File: src/rtl/restoring_div8by4_pkg.sv
// Shared constants and FSM encoding for the 8-by-4 restoring divider.
// DW/SW are the dividend/divisor widths; CW sizes the iteration counter.
package restoring_div8by4_pkg;

    localparam int DW = 8;
    localparam int SW = 4;
    localparam int CW = $clog2(DW + 1);

    typedef enum logic [1:0] {
        S_IDLE = 2'd0,
        S_RUN  = 2'd1,
        S_DONE = 2'd2
    } state_t;

endpackage

File: src/rtl/div_step.sv
// One restoring-division iteration: shift the next dividend bit into the
// partial remainder, trial-subtract the divisor, and restore on underflow.
module div_step #(
    parameter int SW = 4
) (
    input  logic [SW:0]   prem,
    input  logic          bit_in,
    input  logic [SW-1:0] divisor,
    output logic [SW:0]   prem_nxt,
    output logic          q_bit
);

    logic [SW+1:0] shifted;
    logic [SW+1:0] trial;

    // Shift, trial-subtract, and keep the difference only when it did not go negative.
    always_comb begin
        shifted  = {prem, bit_in};
        trial    = shifted - (SW + 2)'(divisor);
        q_bit    = (shifted >= (SW + 2)'(divisor));
        prem_nxt = q_bit ? (SW + 1)'(trial) : (SW + 1)'(shifted);
    end

endmodule

File: src/rtl/restoring_div8by4.sv
// Sequential unsigned restoring divider, 8-bit dividend by 4-bit divisor,
// one quotient bit per clock. Optional macro DIV_QOVF_EN adds the q_ovf
// output, flagging quotients that do not fit in SW bits.
module restoring_div8by4
    import restoring_div8by4_pkg::*;
(
    input  logic          clk,
    input  logic          rst_n,
    input  logic          start,
    input  logic [DW-1:0] dividend,
    input  logic [SW-1:0] divisor,
    output logic          busy,
    output logic          done,
    output logic [DW-1:0] quotient,
    output logic [SW-1:0] remainder,
    output logic          dbz
`ifdef DIV_QOVF_EN
    ,
    output logic          q_ovf
`endif
);

    state_t        state;
    state_t        state_nxt;
    logic [CW-1:0] cnt;
    logic [SW:0]   prem;
    logic [SW:0]   prem_nxt;
    logic [DW-1:0] dvd_sh;
    logic [SW-1:0] dvs;
    logic          q_bit;
    logic          last;
    logic [DW-1:0] q_final;

    // The dividend register doubles as the quotient shift register: each
    // iteration consumes its MSB and shifts the new quotient bit into its LSB.
    div_step #(.SW(SW)) u_step (
        .prem     (prem),
        .bit_in   (dvd_sh[DW-1]),
        .divisor  (dvs),
        .prem_nxt (prem_nxt),
        .q_bit    (q_bit)
    );

    assign last    = (cnt == CW'(DW - 1));
    assign q_final = {dvd_sh[DW-2:0], q_bit};
    assign busy    = (state != S_IDLE);
    assign done    = (state == S_DONE);

    // State register.
    always_ff @(posedge clk or negedge rst_n) begin
        // NOTE: clocked state is written with <= so every flop samples pre-edge values.
        if (!rst_n) state <= S_IDLE;
        else        state <= state_nxt;
    end

    // Next-state logic: IDLE -> RUN (or straight to DONE on zero divisor) -> DONE -> IDLE.
    always_comb begin
        // NOTE: default first so no path through the case leaves state_nxt unassigned (no latch).
        state_nxt = state;
        case (state)
            S_IDLE: if (start) state_nxt = (divisor == '0) ? S_DONE : S_RUN;
            S_RUN:  if (last)  state_nxt = S_DONE;
            S_DONE: state_nxt = S_IDLE;
            default: state_nxt = S_IDLE;
        endcase
    end

    // Operand capture, iteration datapath and result registers.
    always_ff @(posedge clk or negedge rst_n) begin
        // NOTE: every datapath register is reset so outputs read 0 right after rst_n falls.
        if (!rst_n) begin
            cnt       <= '0;
            prem      <= '0;
            dvd_sh    <= '0;
            dvs       <= '0;
            quotient  <= '0;
            remainder <= '0;
            dbz       <= 1'b0;
`ifdef DIV_QOVF_EN
            q_ovf     <= 1'b0;
`endif
        end else begin
            case (state)
                S_IDLE: begin
                    if (start) begin
                        dvd_sh <= dividend;
                        dvs    <= divisor;
                        prem   <= '0;
                        cnt    <= '0;
                        dbz    <= (divisor == '0);
`ifdef DIV_QOVF_EN
                        q_ovf  <= 1'b0;
`endif
                        if (divisor == '0) begin
                            quotient  <= '1;
                            remainder <= '0;
                        end
                    end
                end
                S_RUN: begin
                    prem   <= prem_nxt;
                    dvd_sh <= q_final;
                    cnt    <= cnt + CW'(1);
                    if (last) begin
                        quotient  <= q_final;
                        remainder <= prem_nxt[SW-1:0];
`ifdef DIV_QOVF_EN
                        q_ovf     <= |q_final[DW-1:SW];
`endif
                    end
                end
                default: ;
            endcase
        end
    end

endmodule
File: config.mk
export PLATFORM = sky130hd
export DESIGN_NAME = restoring_div8by4
export DESIGN_NICKNAME = d
export VERILOG_FILES = /design/src/rtl/restoring_div8by4_pkg.sv /design/src/rtl/div_step.sv /design/src/rtl/restoring_div8by4.sv
export SDC_FILE = /design/constraint.sdc
export NUM_CORES = 1
export LEC_CHECK = 0
export BUFFER_PORTS_ARGS = -buffer_cell sky130_fd_sc_hd__buf_2
export CORE_MARGIN = 2
export CORE_UTILIZATION = 30
export CTS_BUF_LIST = sky130_fd_sc_hd__clkbuf_8
export DETAILED_ROUTE_END_ITERATION = 12
export HOLD_SLACK_MARGIN = 0.1
export PLACE_DENSITY_LB_ADDON = 0.05
export SLEW_MARGIN = 20
export SYNTH_ARGS = -nofsm -noshare
export SYNTH_HDL_FRONTEND = slang
export SYNTH_SLANG_ARGS = --single-unit
File: constraint.sdc
create_clock -name clk -period 2.82 [get_ports clk]
set_clock_uncertainty 0.15 [all_clocks]
set_input_delay 0.423 -clock clk [delete_from_list [all_inputs] [get_ports clk]]
set_output_delay 0.423 -clock clk [all_outputs]
set_load 0.02 [all_outputs]
==> results of run 1 <==
## flip-flops by register name, summed over array words and instances (netlist names)
register / count
dbz: 1
dvd_sh: 8
prem: 5
cnt: 4
remainder: 4
dvs: 4
quotient: 8
state: 2
## cell families after synthesis
logic type	synth area share, %
AO/OA/AOI/OAI	16.8
XOR/XNOR	0.983
adder cells (fa/ha/maj)	4.63
buffers and inverters	4.98
flip-flops	50.5
AND/OR/NAND/NOR	22.0
## area by class of cell
cell class	count	area, sq um
well taps	75	93.8
clock inverters	3	38.8
clock buffers	5	68.8
repair buffers	33	175
flip-flops and latches	36	901
inverters	6	25.0
multi-input cells	132	793
fillers	614	3720
## cells in the final DEF, fill, tap and decap left out, drive strengths merged, types with 2 or more instances in the layout
cell type,Yosys,final
o21ai,9,9
and3,4,4
inv,6,7
a31o,2,2
nand4,2,2
clkbuf,1,5
ha,5,5
nand2,33,33
nor2,21,21
nand2b,2,2
nand3,5,5
xnor2,2,2
nor3,2,2
a31oi,8,8
o31ai,4,4
a21oi,14,14
dfrtp,36,36
and2,2,2
a32o,2,2
buf,7,33
## layer usage
layer | share of wire (%) | vias up | track usage [%]
li1 | - | 700 | -
met1 | 47 | 684 | 20.2
met2 | 47 | 30 | 21.9
met3 | 4.8 | 4 | 3.89
met4 | 1.0 | 0 | 4.58
met5 | 0 | - | 0
## per-stage QoR
stage / area, sq um / hold WS [ns] / std cells
floorplan: 1780 / -0.0226 / 182
global placement: 1990 / 0.315 / 282
detailed placement: 1990 / 0.324 / 282
CTS: 2100 / 0.116 / 290
global route: 2100 / 0.147 / 290
finish: 2100 / 0.0756 / 290
## Yosys cell counts, types with 3 or more instances
cell	number
dfrtp_1	36
nand2_1	33
nor2_1	20
a21oi_1	12
o21ai_0	9
a31oi_1	8
ha_1	5
inv_1	5
nand3_1	5
o31ai_1	4
and3_1	3
buf_2	3
## power breakdown
group,switching [W],internal (W),total (W)
combinational,0.000857,0.000524,0.00138
sequential,0.000146,0.000756,0.000902
clock,0.000189,0.000259,0.000448
total,0.00119,0.00154,0.00273
## critical path, stage by stage (launching register included)
cell and delay, ns:
dfrtp_1 0.35, inv_1 0.06, ha_1 0.20, fa_1 0.41, nand2b_1 0.20, a21oi_2 0.26, o21ai_0 0.19, a32o_1 0.29
## final timing paths
| kind | start | slack [ns] | to | cells after the start |
|---|---|---|---|---|
| setup reg to reg | dvd_sh[7]$_DFFE_PN0P_ | 0.60 | remainder[1]$_DFFE_PN0P_ | 7 |
| min in group clk | divisor[2] | 0.22 | dvs[2]$_DFFE_PN0P_ | 3 |
| hold reg to reg | remainder[0]$_DFFE_PN0P_ | 0.34 | remainder[0]$_DFFE_PN0P_ | 1 |
| setup / recovery | dvd_sh[7]$_DFFE_PN0P_ | 0.60 | remainder[1]$_DFFE_PN0P_ | 7 |
| max in group asynchronous | rst_n | 1.93 | prem[3]$_DFFE_PN0P_ | 1 |
| hold / removal | rst_n | 0.08 | state[1]$_DFFE_PN0P_ | 1 |
==> impl_metrics.csv, run 1 <==
group,metric,value,unit
setup_path,worstPathRequired,2.84,ns
power_and_ir_drop,leakagePower,0.995,nW
detailed_routing,drt_pass1_iterations,4,
logic_synthesis,synth_nets,203,
cts,htree_levels,2,
logic_synthesis,synthesis.area,1780,sq um
detailed_routing,drc,0,
cts,cts.reportedPaths.clkPinSlew,0.08,ns
global_route,grtUsageTotal,14.5,%
timing,fin_crit,2.22,ns
power_and_ir_drop,pwr_density_cell,1300,nW/um^2
layout,final_util,36.0,%
logic_synthesis,yosys.area.top_type,"dfrtp_1",
floorplan,coreArea,5820,sq um
timing,relSlewSlack,45.3,%
timing,fin_ws,0.602,ns
timing,setup_viol,0,
place,pre_cts_ws,0.639,ns
cts,clk_path_buf_depth,2,
place,gp_congestion,0.864,
place,dp_hpwl,2970,microns
timing,drv_slew,0,
floorplan,rows,28,
global_route,grt_pass1_vias,1431,
worst_hold_path,min_path_type,"input port to async pin",
floorplan,die_area,6580,sq um
detailed_routing,vias,1418,
detailed_routing,postRouteAntennaNets,0,
cts,clock_sinks,36,
cts,cts_tree,"done",
setup_path,crit_type,"register to register",
logic_synthesis,synth_top_area_share,50.5,%
layout,diodes,0,
logic_synthesis,ys_warn_count,0,
setup_path,crit_fanout,6,
detailed_routing,drt_iter0_markers,85,
floorplan,die_y,81.1,microns
detailed_routing,drt_wl_total,4200,microns
global_route,grt.overflow.total,0,
timing,worst_pin_slew,0.821,ns
job,maxCapViolCount,0,
layout,final_layout_size_suffix_gt1_share,24.2,%
status,run_status,"finished clean",
logic_synthesis,synth_cell_types,43,
logic_synthesis,seq_area_frac_synth,50.5,%
cts,cts-resized-gates,0,
logic_synthesis,synth_area_per_cell,9.80,sq um
logic_synthesis,ys.flop_type,"dfrtp_1",
logic_synthesis,async_flop_share,100,%
cts,post_cts_buffers,0,
detailed_routing,viasPerCell,4.89,
setup_path,end_kind,"register",
place,port-buffer-count,29,
timing,fmax,0.451,GHz
global_route,antenna_found_initial,0,
timing,fin_setup_tns,0,ns
timing,finalHoldViolCount,0,
logic_synthesis,synthCells,182,
power_and_ir_drop,worst_ir_drop_vdd,0.368,mV
timing,rsz0062_at_grt,"no",
power_and_ir_drop,power.total,0.00273,W
layout,area.growth.synth_to_final,17.5,%
floorplan,die_x,81.1,microns
cts,cts_buffers,5,
timing,layout_worst_path_cycle_share,78.7,%
detailed_routing,wl_per_cell,14.5,microns
cts,holdBufCountCts,0,
layout,fin_nets,235,
setup_path,crit_path_start_kind,"register",
logic_synthesis,ys_ff_latch,36,
logic_synthesis,synth-edff-count,0,
global_route,grt_max_degree,37,
cts,clkLatencyLatePin,0.29,ns
logic_synthesis,synth_area_leaders,"dfrtp_1 (51%), nand2_1 (6.9%), nor2_1 (4.2%)",
global_route,grt_pass1_wl,7160,microns
floorplan,io_pins,30,
floorplan,initial_core_util,30.7,%
setup_path,cp.arrival,2.24,ns
cts,cts-root-buf,"clkbuf_8",
(Power assumes the default switching activity.)
==> run 2, diff against run 1 <==
==> constraint.sdc (replaced) <==
create_clock -name clk -period 2.1 [get_ports clk]
set_clock_uncertainty 0.15 [all_clocks]
set_input_delay 0.315 -clock clk [delete_from_list [all_inputs] [get_ports clk]]
set_output_delay 0.315 -clock clk [all_outputs]
set_load 0.02 [all_outputs]
==> run 2 against run 1 <==
Compared with the run above: sequential power increased by 35%; final cell count increased by 3.8%; sequential cell count unchanged; first-iteration DRC count decreased by 18%; clock power increased by 39%; power increased by 46%; register-to-register slack got worse by 0.53 ns; critical path type unchanged; largest power group unchanged.
==> impl_metrics.csv, run 2 (synthesis results as in run 1) <==
group,metric,value,unit
cts,clkLatencyLatePin,0.29,ns
setup_path,max_stage_delay,0.44,ns
cts,clk_path_buf_depth,2,
timing,fmax,0.494,GHz
layout,fillCellCount,610,
setup_path,cp.arrival,2.10,ns
layout,diodes,0,
layout,largestRegisters,"dvd_sh: 8 flops, quotient: 8 flops, prem: 5 flops",
timing,setup_viol,0,
floorplan,die_y,81.1,microns
setup_path,cp_common_cell,"buf_4",
detailed_routing,postRouteAntennaNets,0,
setup_path,slowest_stage,"dfrtp_1",
cts,cts_buffers,5,
layout,final_layout_size_suffix_gt1_share,30.1,%
layout,final_common_cell,"dfrtp_1",
layout,area.growth.synth_to_final,24.7,%
cts,cts_tree,"done",
global_route,grtUsageTotal,14.7,%
layout,fin_nets,246,
cts,cts.reportedPaths.clkPinSlew,0.08,ns
timing,worst_pin_slew,0.602,ns
job,maxCapViolCount,0,
place,placed_area,2030,sq um
floorplan,die_x,81.1,microns
floorplan,rows,28,
cts,clock_sinks,36,
cts,htree_levels,2,
timing,finalHoldViolCount,0,
timing,drv_slew,0,
detailed_routing,wl_per_cell,14.2,microns
power_and_ir_drop,leakagePower,1.04,nW
detailed_routing,drc,0,
global_route,grt_pass1_vias,1450,
timing,fin_ws,0.0755,ns
setup_path,crit_path_start_kind,"register",
timing,layout_worst_path_cycle_share,96.4,%
detailed_routing,vias,1459,
global_route,antenna_found_initial,0,
power_and_ir_drop,worst_ir_drop_vdd,0.542,mV
detailed_routing,drt_iter0_markers,70,
layout,layout_common_cells,"dfrtp_1 (36), nand2_1 (33), buf_2 (29)",
place,pre_cts_ws,-0.0416,ns
layout,final_area,2220,sq um
floorplan,io_pins,30,
power_and_ir_drop,power.total,0.00398,W
worst_hold_path,min_path_type,"input port to register",
setup_path,end_kind,"register",
global_route,grt.overflow.total,0,
timing,relSlewSlack,59.9,%
detailed_routing,drt_wl_total,4280,microns
power_and_ir_drop,pwr_density_cell,1790,nW/um^2
setup_path,path_cells,"ha_1 -> nor2_1 -> a21oi_4 -> buf_4 -> buf_4 -> or3_1 -> a21oi_2",
floorplan,coreArea,5820,sq um
global_route,grt_pass1_wl,7260,microns
place,gp_congestion,0.825,
setup_path,worstPathRequired,2.17,ns
cts,cts-root-buf,"clkbuf_8",
detailed_routing,viasPerCell,4.85,
place,port-buffer-count,29,
floorplan,die_area,6580,sq um
global_route,grt_max_degree,27,
setup_path,crit_fanout,5,
status,run_status,"finished clean",
place,dp_hpwl,3140,microns
detailed_routing,drt_pass1_iterations,4,
layout,final_util,38.2,%
floorplan,initial_core_util,30.7,%
timing,fin_crit,2.02,ns
setup_path,crit_type,"register to register",
-- run 2: worst max-delay path: cells and delay by family, from the launching register on --
kind	cells	cell delay, ns
compound gates	2	0.24
fa+ha+maj	1	0.27
flops	1	0.44
simple gates	2	0.61
buf+inv	2	0.26
-- run 2: layout make-up --
type / count / area (sq um) / share of cell area, %
flip-flops and latches: 36 / 901 / 40.5
multi-input cells: 132 / 827 / 37.2
repair buffers: 44 / 265 / 11.9
well taps: 75 / 93.8 / 4.22
clock buffers: 5 / 68.8 / 3.10
clock inverters: 3 / 42.5 / 1.91
inverters: 6 / 25.0 / 1.13
-- run 2: timing repair --
| item | CTS | global route |
|---|---|---|
| pin swaps | 2 | 1 |
| setup buffers | 2 | 0 |
| setup endpoints to repair | 5 | 5 |
| gates resized for setup | 5 | 6 |
| hold buffers | 3 | 0 |
| endpoints found under the hold margin | 26 | 0 |
-- run 2: stage by stage --
step / setup TNS (ns) / instances / hold slack (ns)
finish: 0 / 301 / 0.122
global route: -0.0285 / 301 / 0.134
CTS: 0 / 301 / 0.107
detailed placement: -0.0718 / 288 / 0.221
global placement: 0 / 288 / 0.216
floorplan: 0 / 182 / -0.131
-- run 2: worst paths after layout --
path,start,endpoint,slack (ns),depth (start not counted)
min in group asynchronous,rst_n,prem[2]$_DFFE_PN0P_,0.41,2
max in group asynchronous,rst_n,dvs[0]$_DFFE_PN0P_,0.85,3
hold reg to reg,remainder[2]$_DFFE_PN0P_,remainder[2]$_DFFE_PN0P_,0.34,2
setup reg to reg,prem[2]$_DFFE_PN0P_,prem[4]$_DFFE_PN0P_,0.08,7
hold / removal,divisor[2],dvs[2]$_DFFE_PN0P_,0.12,3
setup / recovery,prem[2]$_DFFE_PN0P_,prem[4]$_DFFE_PN0P_,0.08,7
-- run 2: metal layers --
metal | global-route usage (%) | routed length [microns] | vias to the layer above
li1 | - | - | 722
met1 | 20.8 | 2100 | 696
met2 | 21.6 | 1900 | 34
met3 | 4.00 | 234 | 7
met4 | 4.92 | 52 | 0
met5 | 0 | 0 | -
-- run 2: power breakdown --
part	leakage [nW]	switching, W	internal, W
sequential	0.413	0.000204	0.00102
clock	0.0541	0.000272	0.000352
combinational	0.575	0.00124	0.000892
==> run 3, diff against run 2 <==
--- a/config.mk
+++ b/config.mk
@@ -5,6 +5,7 @@
 export SDC_FILE = /design/constraint.sdc
 export NUM_CORES = 1
 export LEC_CHECK = 0
+export ABC_AREA = 1
 export BUFFER_PORTS_ARGS = -buffer_cell sky130_fd_sc_hd__buf_2
 export CORE_MARGIN = 2
 export CORE_UTILIZATION = 30
==> run 3 against run 2 <==
Compared with the run above: synthesized cell count is 12% higher; highest routed layer unchanged; core utilization is 1.7 points lower; hold slack better by 0.025 ns; non-clock buffer count is 8 lower; critical endpoint is now remainder[2]$_DFFE_PN0P_.
==> impl_metrics.csv, run 3 <==
group,metric,value,unit
power_and_ir_drop,worst_ir_drop_vdd,0.645,mV
logic_synthesis,synth_area_leaders,"dfrtp_1 (49%), nand2_1 (12%), o21ai_2 (5.7%)",
cts,clk_path_buf_depth,2,
power_and_ir_drop,power.switching,0.00190,W
logic_synthesis,ys.flop_type,"dfrtp_1",
layout,layout_common_cells,"nand2_1 (58), dfrtp_1 (36), buf_2 (29)",
timing,rsz0062_at_grt,"no",
timing,finalHoldViolCount,0,
power_and_ir_drop,leakagePower,1.12,nW
place,gp_congestion,0.796,
global_route,grt_max_degree,22,
layout,final_common_cell,"nand2_1",
cts,htree_levels,2,
logic_synthesis,synth_nets,224,
setup_path,crit_fanout,9,
timing,relSlewSlack,77.6,%
global_route,grt_pass1_wl,6730,microns
floorplan,io_pins,30,
logic_synthesis,yosysMostFrequentCell,"nand2_1",
layout,diodes,0,
timing,drv_slew,0,
detailed_routing,drc,0,
cts,clock_sinks,36,
cts,holdBufCountCts,1,
power_and_ir_drop,power.share.clock,12.8,%
setup_path,worstPathRequired,2.17,ns
place,dp_hpwl,2980,microns
setup_path,cp.arrival,1.97,ns
power_and_ir_drop,intPower,0.00214,W
setup_path,crit_type,"register to register",
layout,final_util,36.5,%
layout,final_layout_size_suffix_gt1_share,30.1,%
cts,cts-resized-gates,0,
timing,fmax,0.525,GHz
layout,fin_nets,259,
detailed_routing,postRouteAntennaNets,0,
power_and_ir_drop,pwr_density_cell,1870,nW/um^2
logic_synthesis,synth-edff-count,0,
timing,fin_setup_tns,0,ns
logic_synthesis,synth_top_area_share,48.8,%
timing,setup_viol,0,
layout,final_area,2160,sq um
layout,regArea,901,sq um
detailed_routing,drt_pass1_iterations,4,
logic_synthesis,ys_ff_latch,36,
worst_hold_path,holdPathStages,3,
floorplan,die_area,6790,sq um
setup_path,reg2reg_depth,9,
logic_synthesis,synthesis.area,1850,sq um
logic_synthesis,synth_common_cells,"nand2_1 (58), dfrtp_1 (36), inv_1 (16), nor2_1 (16), o21ai_2 (12)",
layout,fillCellCount,624,
cts,cts_buffers,5,
place,placed_area,2060,sq um
cts,cts.reportedPaths.clkPinSlew,0.08,ns
detailed_routing,viasPerCell,4.33,
worst_hold_path,min_path_type,"input port to register",
logic_synthesis,synth_area_per_cell,9.09,sq um
floorplan,rows,28,
detailed_routing,vias,1359,
layout,area.growth.synth_to_final,17.2,%
floorplan,coreArea,5920,sq um
logic_synthesis,ys_warn_count,0,
logic_synthesis,yosys.area.top_type,"dfrtp_1",
cts,clkLatencyLatePin,0.29,ns
detailed_routing,wl_per_cell,12.7,microns
power_and_ir_drop,swShare,47.1,%
timing,fin_crit,1.90,ns
setup_path,end_kind,"register",
cts,post_cts_buffers,0,
layout,largestRegisters,"dvd_sh: 8 flops, quotient: 8 flops, prem: 5 flops",
logic_synthesis,async_flop_share,100,%
floorplan,die_x,82.4,microns
power_and_ir_drop,power_frac_comb,56.6,%
floorplan,initial_core_util,31.2,%
place,port-buffer-count,29,
setup_path,crit_path_start_kind,"register",
logic_synthesis,seq_area_frac_synth,48.8,%
layout,multi_input_area,796,sq um
timing,worst_pin_slew,0.335,ns
detailed_routing,drt_wl_total,4000,microns
power_and_ir_drop,pwr-share-seq,30.6,%
floorplan,die_y,82.4,microns
logic_synthesis,synth_cell_types,31,
global_route,antenna_found_initial,0,
global_route,grt.overflow.total,0,
cts,cts_tree,"done",
logic_synthesis,synthCells,203,
cts,cts-root-buf,"clkbuf_8",
status,run_status,"finished clean",
detailed_routing,drt_iter0_markers,73,
global_route,grtUsageTotal,13.4,%
global_route,grt_pass1_vias,1371,
timing,layout_worst_path_cycle_share,90.7,%
job,maxCapViolCount,0,
run 3: metal layers:
metal / GRT usage [%] / part of all wire (%) / routed length [microns] / vias up
met3: 3.48 / 3.5 / 140 / 5
met5: 0 / 0 / 0 / -
li1: - / - / - / 722
met4: 4.50 / 0.93 / 37 / 0
met2: 20.6 / 44 / 1770 / 22
met1: 18.4 / 51 / 2050 / 610
run 3: final timing paths:
check                                           end                      from  slack (ns)
hold reg to reg            remainder[3]$_DFFE_PN0P_  remainder[3]$_DFFE_PN0P_        0.33
setup / recovery           remainder[2]$_DFFE_PN0P_        dvs[0]$_DFFE_PN0P_        0.20
setup reg to reg           remainder[2]$_DFFE_PN0P_        dvs[0]$_DFFE_PN0P_        0.20
min in group asynchronous  remainder[1]$_DFFE_PN0P_                     rst_n        0.31
max in group asynchronous        cnt[1]$_DFFE_PN0P_                     rst_n        0.99
hold / removal                   dvs[1]$_DFFE_PN0P_                divisor[1]        0.15
run 3: power groups by stage:
stage | Combinational (W) | Clock, W | Sequential, W
after global placement | 0.00235 | 0 | 0.00124
after detailed placement | 0.00233 | 0 | 0.00125
final | 0.00228 | 0.000518 | 0.00123
after global routing | 0.00262 | 0.000568 | 0.00127
after CTS | 0.00234 | 0.000535 | 0.00124
after floorplan | 0.00173 | 0 | 0.00135
run 3: worst max-delay path, cell delays in order, from the launching register on:
cell and delay (ns):
dfrtp_1 0.39, ha_1 0.22, fa_1 0.44, nor2_4 0.15, nor2_4 0.06, nand2_4 0.12, nand2_1 0.06, nand2_1 0.06
nand2_1 0.07, o21ai_2 0.10
run 3: layout make-up:
cell class,instances,share of cell area (%)
clock inverter,2,0.463
timing repair buffer,36,9.26
clock buffer,6,3.82
sequential,36,41.7
tap,75,4.34
inverter,21,3.65
multi-input combinational,138,36.8
run 3: kinds of logic (layout without fill, tap and decap cells):
logic type | Yosys count | count (layout) | share of synthesized area (%)
simple gates | 98 | 98 | 24.5
flops | 36 | 36 | 48.8
compound gates | 30 | 30 | 12.2
buf+inv | 29 | 65 | 8.07
fa+ha+maj | 6 | 6 | 4.47
xor+xnor | 3 | 3 | 1.42
mux | 1 | 1 | 0.542
run 3: through the flow:
step | std cells | total power [W] | hold WS, ns | setup slack, ns
finish | 314 | 0.00403 | 0.147 | 0.196
global route | 314 | 0.00446 | 0.158 | 0.0822
CTS | 314 | 0.00412 | 0.145 | 0.188
detailed placement | 305 | 0.00358 | 0.0881 | 0.205
global placement | 305 | 0.00359 | 0.0908 | 0.241
floorplan | 203 | 0.00309 | -0.131 | 0.320
